$ cat config.mk
export PLATFORM = sky130hd
export DESIGN_NAME = video_timing_gen
export DESIGN_NICKNAME = d
export VERILOG_FILES = /design/src/rtl/vtg_pkg.sv /design/src/rtl/vtg_axis_counter.sv /design/src/rtl/video_timing_gen.sv
export SDC_FILE = /design/constraint.sdc
export NUM_CORES = 1
export LEC_CHECK = 0
export CORE_ASPECT_RATIO = 0.9
export CORE_MARGIN = 2
export CORE_UTILIZATION = 25
export DETAILED_ROUTE_END_ITERATION = 6
export GPL_TIMING_DRIVEN = 1
export SLEW_MARGIN = 20
export SYNTH_ARGS = -nofsm -noshare
export SYNTH_HDL_FRONTEND = slang
export SYNTH_SLANG_ARGS = --single-unit
$ cat constraint.sdc
create_clock -name pixelClk -period 2.7 [get_ports pixelClk]
set_input_delay 0.81 -clock pixelClk [delete_from_list [all_inputs] [get_ports pixelClk]]
set_output_delay 0.81 -clock pixelClk [all_outputs]
set_load 0.01 [all_outputs]
$ cat src/rtl/vtg_pkg.sv
// Shared timing types, presets and helpers for the raster timing generator.
package vtg_pkg;

  typedef struct packed {
    int unsigned active;
    int unsigned fp;
    int unsigned sync;
    int unsigned bp;
    logic        pol;
  } vtg_timing_t;

  localparam int unsigned VTG_H = 0;
  localparam int unsigned VTG_V = 1;

  // Index with VTG_H / VTG_V.
  localparam vtg_timing_t VTG_640x480_60 [2] = '{
    '{active: 640, fp: 16, sync: 96,  bp: 48, pol: 1'b0},
    '{active: 480, fp: 10, sync: 2,   bp: 33, pol: 1'b0}
  };

  localparam vtg_timing_t VTG_800x600_60 [2] = '{
    '{active: 800, fp: 40, sync: 128, bp: 88, pol: 1'b1},
    '{active: 600, fp: 1,  sync: 4,   bp: 23, pol: 1'b1}
  };

  function automatic int unsigned total(vtg_timing_t t);
    return t.active + t.fp + t.sync + t.bp;
  endfunction

endpackage

$ cat src/rtl/vtg_axis_counter.sv
// One raster axis: wrapping position counter with active/sync region decode.
module vtg_axis_counter
  import vtg_pkg::*;
#(
  parameter vtg_timing_t Timing = '{active: 1, fp: 0, sync: 1, bp: 0, pol: 1'b0},
  localparam int unsigned Total = total(Timing),
  localparam int unsigned W     = $clog2(Total)
) (
  input  logic         clk,
  input  logic         rst,
  input  logic         step,
  output logic [W-1:0] cnt,
  output logic         last,
  output logic         wrap,
  output logic         active,
  output logic         sync
);

  localparam int unsigned SyncLo = Timing.active + Timing.fp;
  localparam int unsigned SyncHi = SyncLo + Timing.sync;

  logic [W-1:0] cnt_q;
  int unsigned  cnt_ext;

  assign cnt_ext = 32'(cnt_q);
  assign cnt     = cnt_q;
  assign last    = (cnt_ext == Total - 1);
  assign wrap    = step && last;
  assign active  = (cnt_ext < Timing.active);
  assign sync    = (cnt_ext >= SyncLo) && (cnt_ext < SyncHi);

  always_ff @(posedge clk) begin
    if (rst) begin
      cnt_q <= '0;
    end else if (step) begin
      cnt_q <= last ? '0 : cnt_q + W'(1);
    end
  end

endmodule

$ cat src/rtl/video_timing_gen.sv
// Raster timing generator: hsync/vsync/de, coordinates and sof/eol markers.
// Define VTG_FRAME_CNT_EN to add the 16-bit frame_cnt output.
module video_timing_gen
  import vtg_pkg::*;
#(
  parameter int unsigned H_ACTIVE   = 640,
  parameter int unsigned H_FP       = 16,
  parameter int unsigned H_SYNC     = 96,
  parameter int unsigned H_BP       = 48,
  parameter int unsigned V_ACTIVE   = 480,
  parameter int unsigned V_FP       = 10,
  parameter int unsigned V_SYNC     = 2,
  parameter int unsigned V_BP       = 33,
  parameter bit          H_SYNC_POL = 1'b0,
  parameter bit          V_SYNC_POL = 1'b0,
  localparam vtg_timing_t HTiming =
    '{active: H_ACTIVE, fp: H_FP, sync: H_SYNC, bp: H_BP, pol: H_SYNC_POL},
  localparam vtg_timing_t VTiming =
    '{active: V_ACTIVE, fp: V_FP, sync: V_SYNC, bp: V_BP, pol: V_SYNC_POL},
  localparam int unsigned H_TOTAL = total(HTiming),
  localparam int unsigned V_TOTAL = total(VTiming),
  localparam int unsigned HW      = $clog2(H_TOTAL),
  localparam int unsigned VW      = $clog2(V_TOTAL)
) (
  input  logic          pixelClk,
  input  logic          rst,
  input  logic          en,
  output logic          hsync,
  output logic          vsync,
  output logic          de,
  output logic [HW-1:0] x,
  output logic [VW-1:0] y,
  output logic          sof,
  output logic          eol
`ifdef VTG_FRAME_CNT_EN
  ,
  output logic [15:0]   frame_cnt
`endif
);

  if (H_ACTIVE == 0 || H_SYNC == 0 || V_ACTIVE == 0 || V_SYNC == 0) begin : g_param_check
    $error("video_timing_gen: active and sync widths must be non-zero");
  end

  logic [HW-1:0] h_cnt;
  logic [VW-1:0] v_cnt;
  logic          h_last, h_wrap, h_active, h_sync;
  logic          v_active, v_sync;
  logic          unused_v_last, unused_v_wrap;

  vtg_axis_counter #(
    .Timing (HTiming)
  ) u_h (
    .clk    (pixelClk),
    .rst    (rst),
    .step   (en),
    .cnt    (h_cnt),
    .last   (h_last),
    .wrap   (h_wrap),
    .active (h_active),
    .sync   (h_sync)
  );

  // Vertical advances once per line, on the horizontal wrap.
  vtg_axis_counter #(
    .Timing (VTiming)
  ) u_v (
    .clk    (pixelClk),
    .rst    (rst),
    .step   (h_wrap),
    .cnt    (v_cnt),
    .last   (unused_v_last),
    .wrap   (unused_v_wrap),
    .active (v_active),
    .sync   (v_sync)
  );

  logic at_origin;
  assign at_origin = (h_cnt == '0) && (v_cnt == '0);

  always_ff @(posedge pixelClk) begin
    if (rst) begin
      x     <= '0;
      y     <= '0;
      de    <= 1'b0;
      sof   <= 1'b0;
      eol   <= 1'b0;
      hsync <= ~H_SYNC_POL;
      vsync <= ~V_SYNC_POL;
    end else if (en) begin
      x     <= h_cnt;
      y     <= v_cnt;
      de    <= h_active && v_active;
      sof   <= at_origin;
      eol   <= h_last;
      hsync <= h_sync ? H_SYNC_POL : ~H_SYNC_POL;
      vsync <= v_sync ? V_SYNC_POL : ~V_SYNC_POL;
    end
  end

`ifdef VTG_FRAME_CNT_EN
  // Steps in the same edge that registers sof, so the first frame reads 1.
  always_ff @(posedge pixelClk) begin
    if (rst) begin
      frame_cnt <= '0;
    end else if (en && at_origin) begin
      frame_cnt <= frame_cnt + 16'd1;
    end
  end
`endif

endmodule

* Word level (Yosys, flattened, before mapping)
Cells that the tools add are included.
** Word-level totals
- Register bits after elaboration :: 45
- Bits in latches :: 0
- RAM bits :: 0
- Memory bits (read-only) :: 0
- Output and inout port bits :: 25
- Logic and storage cells :: 30
- Memories kept :: 0
** Operators by class
- Add/subtract/negate cells :: 2
- $mul :: 0
- Divide/modulo/power cells :: 0
- Magnitude comparators :: 6
- Eq/ne operators :: 2
- Shift operators :: 0
- Mux-type cells :: 4
- Bitwise operators :: 0
- Reductions and logical operators :: 7
** Operators by type and width (number)
- 10-bit by 1-bit adder with 10-bit output (second input constant) :: 2
- 10-bit == test (second input constant) :: 2
- 10-bit logical NOT :: 2
- 10-bit < comparator (second input constant) :: 2
- 10-bit by 9-bit < comparator with 1-bit output (second input constant) :: 2
- 10-bit two-way mux :: 2
- 10-bit greater-or-equal comparator (second input constant) :: 1
- 10-bit by 9-bit greater-or-equal comparator with 1-bit output (second input constant) :: 1
- 1-bit logical AND :: 5
- 1-bit two-way mux :: 2

* Depth between registers and ports, before layout
Gate-level depths: netlist of the first run.
- Depth after elaboration :: 3
- Gate-level depth with buffers :: 6
- Depth with buffers taken out :: 6

* By module
A second synthesis of the first run with hierarchy kept.
** Unflattened totals
- Cells, all modules :: 207
- Area, all modules :: 1965.6 sq um
** Modules (own cells, without submodules)
- video_timing_gen :: instances 1, cells an instance 90, area an instance 937.1 sq um
- vtg_axis_counter (u_v) :: instances 1, cells an instance 59, area an instance 521.8 sq um
- vtg_axis_counter (u_h) :: instances 1, cells an instance 58, area an instance 506.7 sq um

* Worst setup path after synthesis of the first run
No wires, ideal clock.
- Kind :: input port to flip-flop
- From :: input en
- To :: register u_v.cnt_q[8] (netlist: u_v.cnt[8])
- Setup time :: 0.084 ns
- Arrival time :: 1.712 ns
- Data required time :: 2.616 ns
- Slack :: 0.904 ns
- Cell stages on the path :: 5
- Path buffers :: 1
- Cell sequence :: buf_2 > nand3_1 > nor3_4 > nand4_1 > o31ai_2
** Between the ends
- Longest elaborated chain between the ends :: 1
** Ends and longest elaborated chain
- start: declaration :: line video_timing_gen.sv:27 : input logic en,
- 1-bit logical AND :: line vtg_axis_counter.sv:28 : assign wrap = step && last;
- end signal: assignment :: line vtg_axis_counter.sv:36 : cnt_q <= last ? '0 : cnt_q + W'(1);
- end: declaration :: line vtg_axis_counter.sv:22 : logic [W-1:0] cnt_q;
Every way passes these cells.
A chain may end at the register's enable or synchronous reset.

* Final worst setup path of the first run
- From :: register sof
- To :: output sof
** RTL lines
- start: declaration :: line video_timing_gen.sv:33 : output logic sof,
- start signal: assignment :: line video_timing_gen.sv:94 : sof <= at_origin;
No word-level cell between the ends.

==> reports/metrics.cfg, run 1 <==
[outcome]
status=complete, no violations

[synth]
synth_ff_type=dfxtp_1
syn_inst=219
ys_top_cells_by_area=dfxtp_1 45%, mux2i_1 9.9%, nor2_1 6.7%, nand4_1 2.8%, xnor2_1 2.6%
synth_seq_area_share_pct=44.58
synth-seq-cells=45
synth_warnings=0
synth-edff-count=0
yosysTopAreaCell=dfxtp_1
syn-mean-instance-area_sq_um=9.227
synthArstFlopShare_pct=0
synth_cell_type_count=40
syn_area_sq_um=2021
synth_nets=226
netlist.area_leader.share_pct=44.58

[critical_path]
path_buf_inv=1
crit_fanout=2
end_kind=primary output
crit_required_ps=1890
worstSetupPathType=reg2out
crit_path_start_kind=flop
path_delay_family=buffers and inverters
slowest_delay_ps=550
crit_arrival_ps=1190
crit_slowest_cell=clkdlybuf4s50_1
cp_cell_sequence=clkdlybuf4s50_1

[clocking]
cts_tree=yes
clock_sinks=45
holdBufCountCts=0
numCtsBuffers=5
cts.repair.resized=0
clkLatencyLatePin_ps=300
cts_root_buf=clkbuf_8
path_clk_slew_ps=90
clock_path_buffers=2
h-tree-depth=2
postCtsSetupBuffers=0

[pwr]
ir_worst_vdd_uv=298.0
powerDensity_nw_per_um2=504.2
leakage_uw=0.0009097

[detailed_routing]
met3_wirelength_microns=126
via_per_inst=4.641
routed_wl_mm=4.425
drt-met1-wl_mm=2.349
num_vias=1601
drc_errors=0
ant_nets=0
wl_met2_mm=1.911
dr.pass1.iters=4
highest_layer=met4
wl_per_cell_microns=12.83
first_iter_violations=90

[job]
cap_viol_max_count=0

[cells_and_area]
n_antenna_cell=0
regArea_sq_um=900.9
area_growth_pct=23.65
fin_nets=252
drive_gt1_share_pct=8.943
multi_input_area_sq_um=1032
fillers=830
fin_cells=345

[sta]
worst_clock_skew_ps=11.59
clock.fmax_mhz=500.1
final.period_utilization_pct=74.05
worstMarginPinSlew_ps=507.8
grt_setup_unrepaired=false
setup_viol=0
hold_viol=0
drv_slew=0
setup_tns_ps=0
slew_headroom_pct=66.08
period_minus_slack_ps=1999

[place]
dp_hpwl_mm=3.136
numPortBuffers=27
dp_cells=337
gp_congestion=0.7682

[global_route]
grt_pass1_vias=1485
gr-total-overflow=0
grt_pass1_wl_mm=7.355
gr-usage-all-layers_pct=10.34
grt_max_degree=19
antenna_found_initial=0

[floorplan]
std_cell_rows=31
io_pins=28
die_y_microns=89.29
die-area_sq_um=8819
start_util_pct=25.41
die_x_microns=98.77
core_area_sq_um=7951

[hold_path]
worstHoldPathType=reg2reg

final cells by class:
cell class	count	share of cell area (%)
clock buffer	7	3.455
clock inverter	1	1.202
inverter	6	0.9014
multi-input combinational	155	41.31
sequential	45	36.05
tap	99	4.957
timing repair buffer	32	12.12
cells in the final DEF, fill, tap and decap left out, types with 2 or more instances in the layout:
cell type,count
a21oi_1,7
and3_1,4
and4_1,3
buf_4,5
clkbuf_8,6
clkdlybuf4s50_1,26
dfxtp_1,45
ha_1,4
inv_1,6
mux2i_1,20
nand2_1,8
nand2b_1,7
nand3_1,10
nand4_1,9
nand4b_1,4
nor2_1,36
nor3_1,3
nor4_1,4
o21ai_0,4
o32ai_1,2
or2_2,2
or3_1,2
xnor2_1,6
xor2_1,6
final timing paths:
| kind | cells after the start | end | slack, ps | startpoint |
|---|---|---|---|---|
| setup / recovery | 1 | sof | 700 | sof$_SDFFE_PP0P_ |
| hold / removal | 2 | de$_SDFFE_PP0P_ | 480 | de$_SDFFE_PP0P_ |
| setup reg to reg | 5 | u_v.cnt[5]$_SDFFE_PP0P_ | 880 | u_h.cnt[0]$_SDFFE_PP0P_ |
| hold reg to reg | 2 | de$_SDFFE_PP0P_ | 480 | de$_SDFFE_PP0P_ |
state kept, by name, summed over array words and instances, names as in the netlist:
signal   flops
eol          1
u_v.cnt     10
sof          1
vsync        1
hsync        1
de           1
y           10
x           10
u_h.cnt     10
Yosys cell counts (6+ instances only):
cell	instances
dfxtp_1	45
nor2_1	36
mux2i_1	20
nand3_1	10
nand4_1	9
nand2_1	8
a21oi_1	7
nand2b_1	7
buf_2	6
inv_1	6
xnor2_1	6
xor2_1	6
through the flow:
step	hold WS (ps)	setup WS, ps	area [sq um]	power (uW)	utilization, %
final	482.4	700.5	2499	1260	31.42
after global routing	527.5	638.5	2499	1308	31.42
after CTS	488.2	685.3	2499	1274	31.42
after detailed placement	472.0	574.6	2382	752.9	29.96
after global placement	466.3	593.2	2382	751.9	29.96
after floorplan	482.0	903.7	2021	730.3	-
kinds of logic (layout without fill, tap and decap cells):
kind of cell             Yosys count  count (layout)  synth area share (%)
multiplexers                      21              21                 10.46
buffers and inverters             19              46                 4.334
AO/OA/AOI/OAI                     18              18                 5.759
AND/OR/NAND/NOR                  100             100                 27.18
XOR/XNOR                          12              12                 5.201
flip-flops                        45              45                 44.58
adder cells (fa/ha/maj)            4               4                 2.477
metal layers:
layer  global-route usage, %  vias to the layer above
met3                   2.502                        4
li1                        -                      819
met2                   15.85                       27
met1                   14.67                      751
met4                   2.615                        0
met5                       0                        -
where the power goes:
group / switching (uW) / total [uW] / internal, uW
sequential: 5.62 / 674 / 669
clock: 221 / 523 / 302
combinational: 34.7 / 62.2 / 27.5
Note: power is estimated with default switching activity, not from simulation.
==> run 2: changes to the inputs <==
clock period = 1.9 ns   (was 2.7 ns; I/O delays follow)
==> run 2 against run 1 <==
Effect of this change: hold slack lost 9.4 ps; cell count rose by 2.3%; critical path depth is the same; count of clock-buffer cells in the layout unchanged; first-iteration DRC count rose by 4.4%; sequential cell count is the same; largest cell class unchanged; largest power group unchanged; highest routed layer unchanged.
==> reports/metrics.cfg, run 2 (synthesis results as in run 1) <==
[sta]
final.period_utilization_pct=93.00
drv_slew=0
hold_viol=0
worst_clock_skew_ps=8.438
setup_viol=0
setup_tns_ps=0
worstMarginPinSlew_ps=422.9
clock.fmax_mhz=565.9
slew_headroom_pct=71.54
period_minus_slack_ps=1767
grt_setup_unrepaired=false

[detailed_routing]
first_iter_violations=94
ant_nets=0
drc_errors=0
via_per_inst=4.552
routed_wl_mm=4.568
num_vias=1607
dr.pass1.iters=4
wl_per_cell_microns=12.94

[pwr]
leakage_uw=0.0009514
powerDensity_nw_per_um2=705.0
ir_worst_vdd_uv=362.3

[critical_path]
crit_end=sof
cp_cell_sequence=clkdlybuf4s50_1
crit_path_start_kind=flop
end_kind=primary output
crit_fanout=2
crit_required_ps=1330
reg2reg_depth=5
worstSetupPathType=reg2out
path_buf_inv=1
ff2ff_setup_slack_ps=150
timing.rr.start=u_h.cnt[1]$_SDFFE_PP0P_
path_delay_family=buffers and inverters
critPathLaunch=sof$_SDFFE_PP0P_
slowest_delay_ps=570
cp.depth=1
r2r_end=u_v.cnt[9]$_SDFFE_PP0P_
crit_arrival_ps=1200
crit_slowest_cell=clkdlybuf4s50_1

[place]
gp_congestion=0.8453
numPortBuffers=27
placed_area_sq_um=2442
dp_cells=345
dp_hpwl_mm=3.322

[cells_and_area]
area_growth_pct=26.63
drive_gt1_share_pct=11.81
regArea_sq_um=900.9
final_cell_mix=45 x dfxtp_1, 36 x nor2_1, 26 x clkdlybuf4s50_1
multi_input_area_sq_um=1032
fin_nets=260
final_common_cell=dfxtp_1
final_area_sq_um=2559
n_antenna_cell=0
fin_cells=353
fillers=812

[floorplan]
die_x_microns=98.77
die-area_sq_um=8819
die_y_microns=89.29
core_area_sq_um=7951
io_pins=28
std_cell_rows=31
start_util_pct=25.41

[clocking]
holdBufCountCts=0
postCtsSetupBuffers=0
numCtsBuffers=5
clock_path_buffers=2
path_clk_slew_ps=80
cts.repair.resized=0
cts_tree=yes
h-tree-depth=2
clkLatencyLatePin_ps=300
clock_sinks=45
cts_root_buf=clkbuf_8

[hold_path]
worstHoldPathType=reg2reg

[job]
cap_viol_max_count=0

[global_route]
grt_pass1_wl_mm=7.679
gr-total-overflow=0
antenna_found_initial=0
grt_pass1_vias=1600
grt_max_degree=17
gr-usage-all-layers_pct=10.86

[outcome]
status=complete, no violations

run 2: cell types whose count changed in the layout (fill, tap and decap cells not counted), sizes merged:
cell and delta:
buf +8
run 2: per-layer routing:
| metal | routed length (microns) | GRT usage [%] | vias to the layer above | share of wire [%] |
|---|---|---|---|---|
| met3 | 124 | 2.424 | 7 | 2.7 |
| met5 | 0 | 0 | - | 0 |
| met2 | 2053 | 17.20 | 31 | 45 |
| li1 | - | - | 834 | - |
| met1 | 2340 | 14.74 | 735 | 51 |
| met4 | 50 | 3.736 | 0 | 1.1 |
run 2: final cells by class:
| cell class | instances | share of cell area [%] |
|---|---|---|
| clock buffer | 7 | 3.374 |
| clock inverter | 1 | 1.174 |
| timing repair buffer | 40 | 14.18 |
| sequential | 45 | 35.21 |
| inverter | 6 | 0.8802 |
| tap | 99 | 4.841 |
| multi-input combinational | 155 | 40.34 |
run 2: worst min path at each step:
stage,startpoint,slack [ps],endpoint,cells after the start
detailed placement,sof$_SDFFE_PP0P_,460,sof$_SDFFE_PP0P_,2
global placement,de$_SDFFE_PP0P_,470,de$_SDFFE_PP0P_,2
global route,sof$_SDFFE_PP0P_,520,sof$_SDFFE_PP0P_,2
floorplan,u_v.cnt[9]$_SDFFE_PP0P_,480,u_v.cnt[9]$_SDFFE_PP0P_,2
CTS,sof$_SDFFE_PP0P_,480,sof$_SDFFE_PP0P_,2
finish,sof$_SDFFE_PP0P_,470,sof$_SDFFE_PP0P_,2
run 2: through the flow:
step	utilization, %	total power, uW	hold WS [ps]	setup slack (ps)
final	32.18	1804	473.0	133.0
after global routing	32.18	1872	524.3	0.6484
after CTS	32.18	1828	475.9	114.6
after detailed placement	30.72	1075	464.0	99.77
after global placement	30.72	1074	473.3	65.12
after floorplan	-	1038	482.0	343.7
run 2: power breakdown:
| group | leakage [uW] | total, uW | internal (uW) | switching, uW |
|---|---|---|---|---|
| Clock | 0.0000585 | 752 | 429 | 323 |
| Combinational | 0.000530 | 94.1 | 43.3 | 50.7 |
| Sequential | 0.000363 | 958 | 950 | 7.58 |
